File: src/rtl/en_reg_pipe_if.sv
// Handshake bundle for en_reg_pipe: upstream valid/ready/data and downstream valid/ready/data.
interface en_reg_pipe_if #(
  parameter int DATA_WIDTH = 8
);
  logic                  in_valid;
  logic                  in_ready;
  logic [DATA_WIDTH-1:0] in_data;
  logic                  out_valid;
  logic                  out_ready;
  logic [DATA_WIDTH-1:0] out_data;

  modport master (
    output in_valid, in_data, out_ready,
    input  in_ready, out_valid, out_data
  );

  modport slave (
    input  in_valid, in_data, out_ready,
    output in_ready, out_valid, out_data
  );
endinterface

File: src/rtl/en_reg_pipe.sv
// Enabled register pipeline of DEPTH stages with bubble collapsing, hold and flush.
// State updates on the falling edge of clk.
module en_reg_pipe #(
  parameter int                    DATA_WIDTH  = 8,
  parameter int                    DEPTH       = 4,
  parameter logic [DATA_WIDTH-1:0] RESET_VALUE = '0,
  localparam int                   CNT_W       = $clog2(DEPTH + 1)
) (
  input  logic             clk,
  input  logic             rst,
  input  logic             flush,
  input  logic             hold,
  en_reg_pipe_if.slave     bus,
  output logic [CNT_W-1:0] count
);
  logic [DEPTH-1:0]                 vld;
  logic [DEPTH-1:0]                 adv;
  logic [DEPTH-1:0][DATA_WIDTH-1:0] data;
  logic blk, out_xfer, in_xfer;

  // rst also blocks the handshake so nothing looks transferable during reset
  assign blk          = rst | hold | flush;
  assign bus.out_valid = vld[DEPTH-1] & ~blk;
  assign bus.out_data  = data[DEPTH-1];
  assign out_xfer     = bus.out_valid & bus.out_ready;

  // A stage advances unless every stage downstream of it is full and the tail is stuck;
  // this is the unrolled form of adv[i] = vld[i] & (~vld[i+1] | adv[i+1]).
  always_comb begin
    logic full_above;
    adv        = '0;
    full_above = 1'b1;
    for (int i = DEPTH - 1; i >= 0; i--) begin
      adv[i]     = vld[i] & ~blk & (out_xfer | ~full_above);
      full_above = full_above & vld[i];
    end
  end

  assign bus.in_ready = ~blk & (~vld[0] | adv[0]);
  assign in_xfer      = bus.in_valid & bus.in_ready;

  for (genvar i = 0; i < DEPTH; i++) begin : g_stage
    logic                  load;
    logic [DATA_WIDTH-1:0] src;
    logic                  vld_q;
    logic [DATA_WIDTH-1:0] data_q;

    if (i == 0) begin : g_head
      assign load = in_xfer;
      assign src  = bus.in_data;
    end else begin : g_body
      assign load = adv[i-1];
      assign src  = data[i-1];
    end

    // Data is only written on load, so advance and flush leave stale words in place.
    always_ff @(negedge clk) begin
      if (rst) begin
        vld_q  <= 1'b0;
        data_q <= RESET_VALUE;
      end else if (flush) begin
        vld_q <= 1'b0;
      end else if (load) begin
        vld_q  <= 1'b1;
        data_q <= src;
      end else if (adv[i]) begin
        vld_q <= 1'b0;
      end
    end

    assign vld[i]  = vld_q;
    assign data[i] = data_q;
  end

  always_comb begin
    count = '0;
    for (int i = 0; i < DEPTH; i++) count = count + CNT_W'(vld[i]);
  end
endmodule

File: src/flat_wrapper.sv
// flat-port wrapper written by rule: the top's interface ports become plain ports
module en_reg_pipe_flat 
#(
  parameter int                    DATA_WIDTH  = 8,
  parameter int                    DEPTH       = 4,
  parameter logic [DATA_WIDTH-1:0] RESET_VALUE = '0,
  localparam int                   CNT_W       = $clog2(DEPTH + 1)
)
  (clk, rst, flush, hold, count, bus_in_valid, bus_in_data, bus_out_ready, bus_in_ready, bus_out_valid, bus_out_data);
  en_reg_pipe_if #(.DATA_WIDTH(DATA_WIDTH)) bus_i ();
  input  logic clk;
  input  logic rst;
  input  logic flush;
  input  logic hold;
  output logic [CNT_W-1:0] count;
  input wire logic [$bits(bus_i.in_valid)-1:0] bus_in_valid;
  input wire logic [$bits(bus_i.in_data)-1:0] bus_in_data;
  input wire logic [$bits(bus_i.out_ready)-1:0] bus_out_ready;
  output wire logic [$bits(bus_i.in_ready)-1:0] bus_in_ready;
  output wire logic [$bits(bus_i.out_valid)-1:0] bus_out_valid;
  output wire logic [$bits(bus_i.out_data)-1:0] bus_out_data;
  assign bus_i.in_valid = bus_in_valid;
  assign bus_i.in_data = bus_in_data;
  assign bus_i.out_ready = bus_out_ready;
  assign bus_in_ready = bus_i.in_ready;
  assign bus_out_valid = bus_i.out_valid;
  assign bus_out_data = bus_i.out_data;
  en_reg_pipe #(.DATA_WIDTH(DATA_WIDTH), .DEPTH(DEPTH), .RESET_VALUE(RESET_VALUE)) u_core (.clk(clk), .rst(rst), .flush(flush), .hold(hold), .bus(bus_i), .count(count));
endmodule
File: config.mk
export PLATFORM = sky130hd
export DESIGN_NAME = en_reg_pipe_flat
export DESIGN_NICKNAME = d
export VERILOG_FILES = /design/src/rtl/en_reg_pipe_if.sv /design/src/rtl/en_reg_pipe.sv /design/src/flat_wrapper.sv
export SDC_FILE = /design/constraint.sdc
export NUM_CORES = 1
export LEC_CHECK = 0
export ABC_AREA = 1
export CORE_ASPECT_RATIO = 0.7
export CORE_UTILIZATION = 46
export DETAILED_ROUTE_END_ITERATION = 8
export HOLD_SLACK_MARGIN = 0.03
export PLACE_DENSITY = 0.72
export SYNTH_ARGS = -nofsm -noshare
export SYNTH_HDL_FRONTEND = slang
export SYNTH_SLANG_ARGS = --single-unit
File: constraint.sdc
create_clock -name clk -period 3 [get_ports clk]
set_clock_uncertainty 0.1 [all_clocks]
set_input_delay 0.3 -clock clk [delete_from_list [all_inputs] [get_ports clk]]
set_output_delay 0.3 -clock clk [all_outputs]
set_load 0.1 [all_outputs]
==> impl_metrics.toml, run 1 <==
[routing]
avgRoutedWirePerCell_um = 17.1
postRouteAntennaNets = 0
drt_wl_total_mm = 5.41
first_iter_violations = 175
firstDrtPassIters = 5
drcViolationCount = 0
route.vias.total = 1767
viasPerCell = 5.57

[sta]
hold_violations = 0
whs_ns = 0.377
setup_slack_ns = -0.671
slew_headroom = 0.826
rsz0062_at_grt = "true"
setup_viol = 19
worstMarginPinSlew_ns = 0.259
slew_viol_final = 0

[setup_path]
reg2reg_from = "u_core.g_stage[1].vld_q"
startpoint = "u_core.g_stage[1].vld_q"
worst_setup_path_start_kind = "flop"
cpLargestDelayFamily = "adder cells"
end_kind = "output pin"
crit_type = "flop to output pin"
path_buf_inv = 1
crit_slowest_cell = "fa_2"
cp-endpoint = "count[1]"
crit_cells = 4
arrival_ns = 3.27
cp_max_fo = 2
cp_common_cell = "ha_4"
slowest_delay_ns = 0.36
r2r_setup_slack_ns = 1.28
reg2reg_to = "u_core.g_stage[0].data_q[6]"
worstPathCellList = "ha_4 -> fa_2 -> ha_4 -> buf_12"
required_ns = 2.60
reg2regPathDepth = 9

[final_layout]
final_common_cell = "inv_1"
drive_gt1_frac = 0.292
diodes = 0
num-nets-final = 297
syn_to_final_growth_pct = 70.5
final_cell_mix = "inv_1 (68), dfxtp_1 (33), buf_4 (23), a21oi_1 (22), nor2_1 (19)"
final_cell_area_mm2 = 0.00250

[clock_tree]
cts_buffers = 5
clk_latency_ns = 0.40
root_buffer = "clkbuf_8"
clock_path_buffers = 2
clkSlewWorstSetupHoldPaths_ns = 0.06
h-tree-depth = 2
cts_hold_buf = 0
clkSinkCount = 36
cts_tree = "done"

[synth]
syn-num-nets = 203
yosys.area.top_type_share = 0.491
ys_types = 21
synth-seq-cells = 36
synth.yosys.seq_area_share = 0.491
syn_area_mm2 = 0.00147
ys_warn_count = 0
synth_top_area_cell = "dfxtp_1"
netlist_instances = 186
synth_area_leaders = "dfxtp_1 (49%), a21oi_1 (8.9%), o21ai_0 (8.2%), inv_1 (8.2%), nor2_1 (5.6%)"
syn_avg_cell_area_um2 = 7.89

[min_path]
hold_path.class = "flop to flop"

[status]
status = "finished, violations left"
violations = "negative setup slack"

[power_and_ir_drop]
ir_drop_v = 0.000333
pwr-share-seq = 0.423
leakage_nw = 1.14
clockPowerShare = 0.506
p_switching_w = 0.000408
swShare = 0.354
p_comb_frac = 0.071
pwr_density_cell_mw_per_mm2 = 460
p_int_w = 0.000742

[grt]
grt_pass1_wl_mm = 5.62
antenna_found_initial = 0
grt_pass1_vias = 1428
grt_overflow_total = 0
grt_max_degree = 32
grt_usage = 0.212

[die]
rows = 16
die_w_um = 69.5
die_h_um = 49.3
dieArea_mm2 = 0.00342
ios = 27
start_util = 0.506
core_area_mm2 = 0.00290

[place]
io_buffer_count = 26
routabilityCongestion = 0.842
dpl.hpwl_mm = 2.15
dpl_cell_area_mm2 = 0.00206

[flow_run]
cap_violations = 0
-- cell type report --
cell class	instances	area (um^2)
multi-input combinational	110	707
clock buffer	5	68.8
tap	36	45.0
sequential	36	729
clock inverter	39	148
inverter	33	126
fill	131	400
timing repair buffer	58	678
-- worst register-to-register path, cell delays in order (launching register included) --
cell and delay (ns):
dfxtp_2 0.36, buf_4 0.13, inv_1 0.10, nor2_4 0.22, a31oi_4 0.14, buf_6 0.14
buf_4 0.14, nand3_1 0.06, nand2_1 0.07, nor2_1 0.17
-- power groups by stage --
| stage | Combinational, W | Sequential, W | Clock, W |
|---|---|---|---|
| finish | 0.0000815 | 0.000487 | 0.000582 |
| global route | 0.0000871 | 0.000486 | 0.000634 |
| CTS | 0.0000704 | 0.000487 | 0.000518 |
| detailed placement | 0.0000688 | 0.000494 | 0.0000753 |
| global placement | 0.0000670 | 0.000494 | 0.0000753 |
| floorplan | 0.0000348 | 0.000494 | 0.0000753 |
-- state kept, by name, indices dropped and copies added, names as in the netlist --
register               flops
u_core.bus.out_data        8
u_core.g_stage.data_q     24
u_core.g_stage.vld_q       4
-- logic make-up after synthesis --
| kind of cell | after synthesis | share of synthesized area |
|---|---|---|
| adder cells (fa/ha/maj) | 3 | 0.0307 |
| flip-flops | 36 | 0.491 |
| AND/OR/NAND/NOR | 54 | 0.174 |
| buffers and inverters | 41 | 0.119 |
| AO/OA/AOI/OAI | 52 | 0.185 |
-- per-layer routing --
metal | up-vias | track usage | wire (um)
met2 | 112 | 0.338 | 2560
li1 | 784 | - | -
met5 | - | 0 | 0
met3 | 45 | 0.124 | 404
met1 | 826 | 0.215 | 2060
met4 | 0 | 0.126 | 384
-- synthesized netlist by cell type (all sizes together) --
master and instances:
inv 34, o21ai 25, fa 1, clkbuf 4
nor3 1, dfxtp 36, nand3 10, nand2 17
nand4 1, nor2 25, ha 2, a21oi 26
buf 3, a31oi 1
-- worst min-delay path by stage --
stage | slack, ns | depth (start not counted) | end | start
after floorplan | 0.33 | 2 | u_core.g_stage[1].data_q[1] | u_core.g_stage[1].data_q[1]
after detailed placement | 0.34 | 2 | u_core.g_stage[1].data_q[6] | u_core.g_stage[1].data_q[6]
final | 0.38 | 2 | u_core.g_stage[1].data_q[7] | u_core.g_stage[1].data_q[7]
after CTS | 0.35 | 2 | u_core.g_stage[2].data_q[3] | u_core.g_stage[1].data_q[3]
after global placement | 0.34 | 2 | u_core.g_stage[2].data_q[3] | u_core.g_stage[1].data_q[3]
after global routing | 0.39 | 2 | u_core.g_stage[2].data_q[7] | u_core.g_stage[1].data_q[7]
-- metrics by stage --
stage / std cells / setup WS (ns) / total power, W / util / setup TNS, ns
after CTS: 305 / -0.630 / 0.00107 / 0.799 / -2.18
after floorplan: 186 / -0.324 / 0.000604 / - / -3.26
after global placement: 258 / -0.480 / 0.000636 / 0.709 / -14.13
final: 317 / -0.671 / 0.00115 / 0.862 / -3.00
after detailed placement: 258 / -0.557 / 0.000638 / 0.709 / -16.10
after global routing: 317 / -0.698 / 0.00121 / 0.862 / -3.96
-- timing repair --
action                     CTS  global route
pin swaps                    5             7
setup endpoints to repair   38            26
cloned                       1             1
setup buffers                3            11
gates resized for setup     12            34
(Power assumes the default switching activity.)
==> inputs of run 2 (changes only) <==
- ABC_AREA: 1 -> unset
- PLACE_DENSITY: 0.72 -> 0.71
==> run 2 against run 1 <==
Net effect:
- the flow still finishes with violations (negative setup slack)
- final cell count is 6.0% lower
- hold slack worse by 0.0065 ns
- count of clock-buffer cells in the layout stayed put
- clock power is 8.1% higher
- power is 3.6% higher
- setup slack better by 0.043 ns
- sequential cell count stayed put
- largest cell class is now multi-input combinational cells
==> impl_metrics.toml, run 2 <==
[status]
status = "finished, violations left"
violations = "negative setup slack"

[final_layout]
final_common_cell = "inv_1"
layout.cells.non_filler = 298
largest_reg_flops = 24
diodes = 0
multiInputGateArea_um2 = 803
syn_to_final_growth_pct = 55.9
largest-register = "u_core.g_stage.data_q"
n_fill_cell = 207
final_cell_mix = "inv_1 (48), dfxtp_1 (33), a21oi_1 (20), buf_4 (20), nand2b_1 (17)"
regArea_um2 = 727
drive_gt1_frac = 0.235
num-nets-final = 267

[routing]
viasPerCell = 5.28
route.vias.total = 1572
first_iter_violations = 86
postRouteAntennaNets = 0
drcViolationCount = 0
drt_wl_total_mm = 4.25
avgRoutedWirePerCell_um = 14.3
firstDrtPassIters = 4

[power_and_ir_drop]
leakage_nw = 1.17
pwr_density_cell_mw_per_mm2 = 483
ir_drop_v = 0.000348

[sta]
rsz0062_at_grt = "true"
hold_violations = 0
slew_viol_final = 0
setup_viol = 4
setup_slack_ns = -0.628
slew_headroom = 0.561
worstMarginPinSlew_ns = 0.657

[clock_tree]
clock_path_buffers = 2
cts_tree = "done"
cts_buffers = 5
clkSinkCount = 36
cts_hold_buf = 0
clk_latency_ns = 0.36
root_buffer = "clkbuf_8"
clkSlewWorstSetupHoldPaths_ns = 0.04
h-tree-depth = 2

[setup_path]
worstPathCellList = "ha_4 -> fa_2 -> ha_4 -> buf_12"
crit_slowest_cell = "dfxtp_4"
required_ns = 2.60
cp_common_cell = "ha_4"
worst_setup_path_start_kind = "flop"
reg2reg_from = "u_core.g_stage[1].vld_q"
arrival_ns = 3.23
cp_max_fo = 2
reg2regPathDepth = 10
slowest_delay_ns = 0.35
end_kind = "output pin"
crit_type = "flop to output pin"
r2r_setup_slack_ns = 1.05
reg2reg_to = "u_core.g_stage[1].data_q[3]"

[grt]
antenna_found_initial = 0
grt_pass1_wl_mm = 7.04
grt_pass1_vias = 1726
grt_max_degree = 33
grt_usage = 0.251
grt_overflow_total = 0

[place]
io_buffer_count = 26
routabilityCongestion = 0.854
dp_cells = 247
dpl.hpwl_mm = 2.60
pre_cts_ws_ns = -0.540

[die]
start_util = 0.492
rows = 17
die_h_um = 51.1
ios = 27
die_w_um = 72.1
core_area_mm2 = 0.00321
dieArea_mm2 = 0.00368

[synth]
ys_types = 28
syn_area_mm2 = 0.00158
syn-num-nets = 188
ys_async_sr_fraction = 0
ys_warn_count = 0
synth.yosys.seq_area_share = 0.456
syn_avg_cell_area_um2 = 9.25
yosysMostFrequentCell = "dfxtp_1"
netlist_instances = 171
synth_top_area_cell = "dfxtp_1"
yosys.area.top_type_share = 0.456
synth-edff-count = 0
synth-seq-cells = 36
synth_area_leaders = "dfxtp_1 (46%), mux2i_1 (10%), nand2b_1 (6.7%), a21oi_1 (6.6%), o31ai_1 (3.8%)"
synthTopCellsByCount = "dfxtp_1 (36), a21oi_1 (21), nand2b_1 (17)"
synth_ff_type = "dfxtp_1"

[min_path]
hold_path.class = "flop to flop"
hp-start = "u_core.g_stage[1].data_q[5]"
hold_end = "u_core.g_stage[2].data_q[5]"
min_delay_path_depth = 2

[flow_run]
cap_violations = 0
==> run 2: changes by cell type after synthesis, sizes merged, moves of 2 or more <==
cell,previous run,this run
nor2,25,0
inv,34,13
nand2b,0,17
mux2i,0,16
nand2,17,3
o21ai,25,12
o31ai,0,8
nand4,1,8
a21oi,26,21
buf,3,6
clkbuf,4,7
nand3b,0,2
==> run 2: worst max-delay path, delay by kind of cell (launching register included) <==
family / cells / cell delay [ns]
adders and majority gates: 3 / 0.87
DFF: 1 / 0.35
buffers and inverters: 1 / 0.16
==> run 2: per-layer routing <==
layer / up-vias / wire [um] / track usage
li1: 757 / - / -
met4: 0 / 85 / 0.154
met1: 754 / 1810 / 0.262
met2: 51 / 2170 / 0.431
met5: - / 0 / 0
met3: 10 / 189 / 0.0947
==> run 2: what timing repair did <==
item | in CTS | in global routing
setup buffers | 5 | 3
gates resized for setup | 11 | 4
pin swaps | 2 | 1
setup endpoints to repair | 30 | 6
==> run 2: final cells by class <==
cell class	count	area share
Multi-Input combinational cell	109	0.326
Sequential cell	36	0.295
Timing Repair Buffer	50	0.236
Clock inverter	39	0.0731
Clock buffer	5	0.0279
Tap cell	47	0.0239
Inverter	12	0.0183
==> run 2: power breakdown <==
group / switching (W) / internal [W]
Combinational: 0.0000377 / 0.0000367
Sequential: 0.00000173 / 0.000486
Clock: 0.000316 / 0.000313
==> run 2: how the worst max path moves through the flow <==
stage,startpoint,endpoint,slack (ns),cells past startpoint
2_1_floorplan,u_core.g_stage[2].vld_q,bus_in_ready,-0.35,2
3_3_place_gp,rst,u_core.g_stage[0].data_q[1],-0.45,4
3_5_place_dp,rst,u_core.g_stage[0].data_q[3],-0.54,4
4_1_cts,u_core.g_stage[0].vld_q,count[1],-0.63,4
5_1_grt,u_core.g_stage[0].vld_q,count[1],-0.67,4
6_report,u_core.g_stage[0].vld_q,count[1],-0.63,4
==> run 2: cells by family (layout without fill, tap and decap cells) <==
kind of cell | count (synthesis) | in the layout | synth area share
buf+inv | 26 | 106 | 0.0728
mux | 16 | 16 | 0.101
flops | 36 | 36 | 0.456
simple gates | 48 | 48 | 0.194
compound gates | 42 | 42 | 0.148
fa+ha+maj | 3 | 3 | 0.0285
==> run 2: metrics by stage <==
step                hold WS (ns)   util  instance area, um^2  total power, W  TNS, ns
detailed placement         0.368  0.661                 2120        0.000640   -15.43
floorplan                  0.344      -                 1630        0.000607    -1.14
finish                     0.371  0.767                 2460         0.00119    -2.27
global route               0.366  0.767                 2460         0.00127    -2.43
CTS                        0.363  0.757                 2430         0.00120    -2.14
global placement           0.358  0.661                 2120        0.000637   -13.39
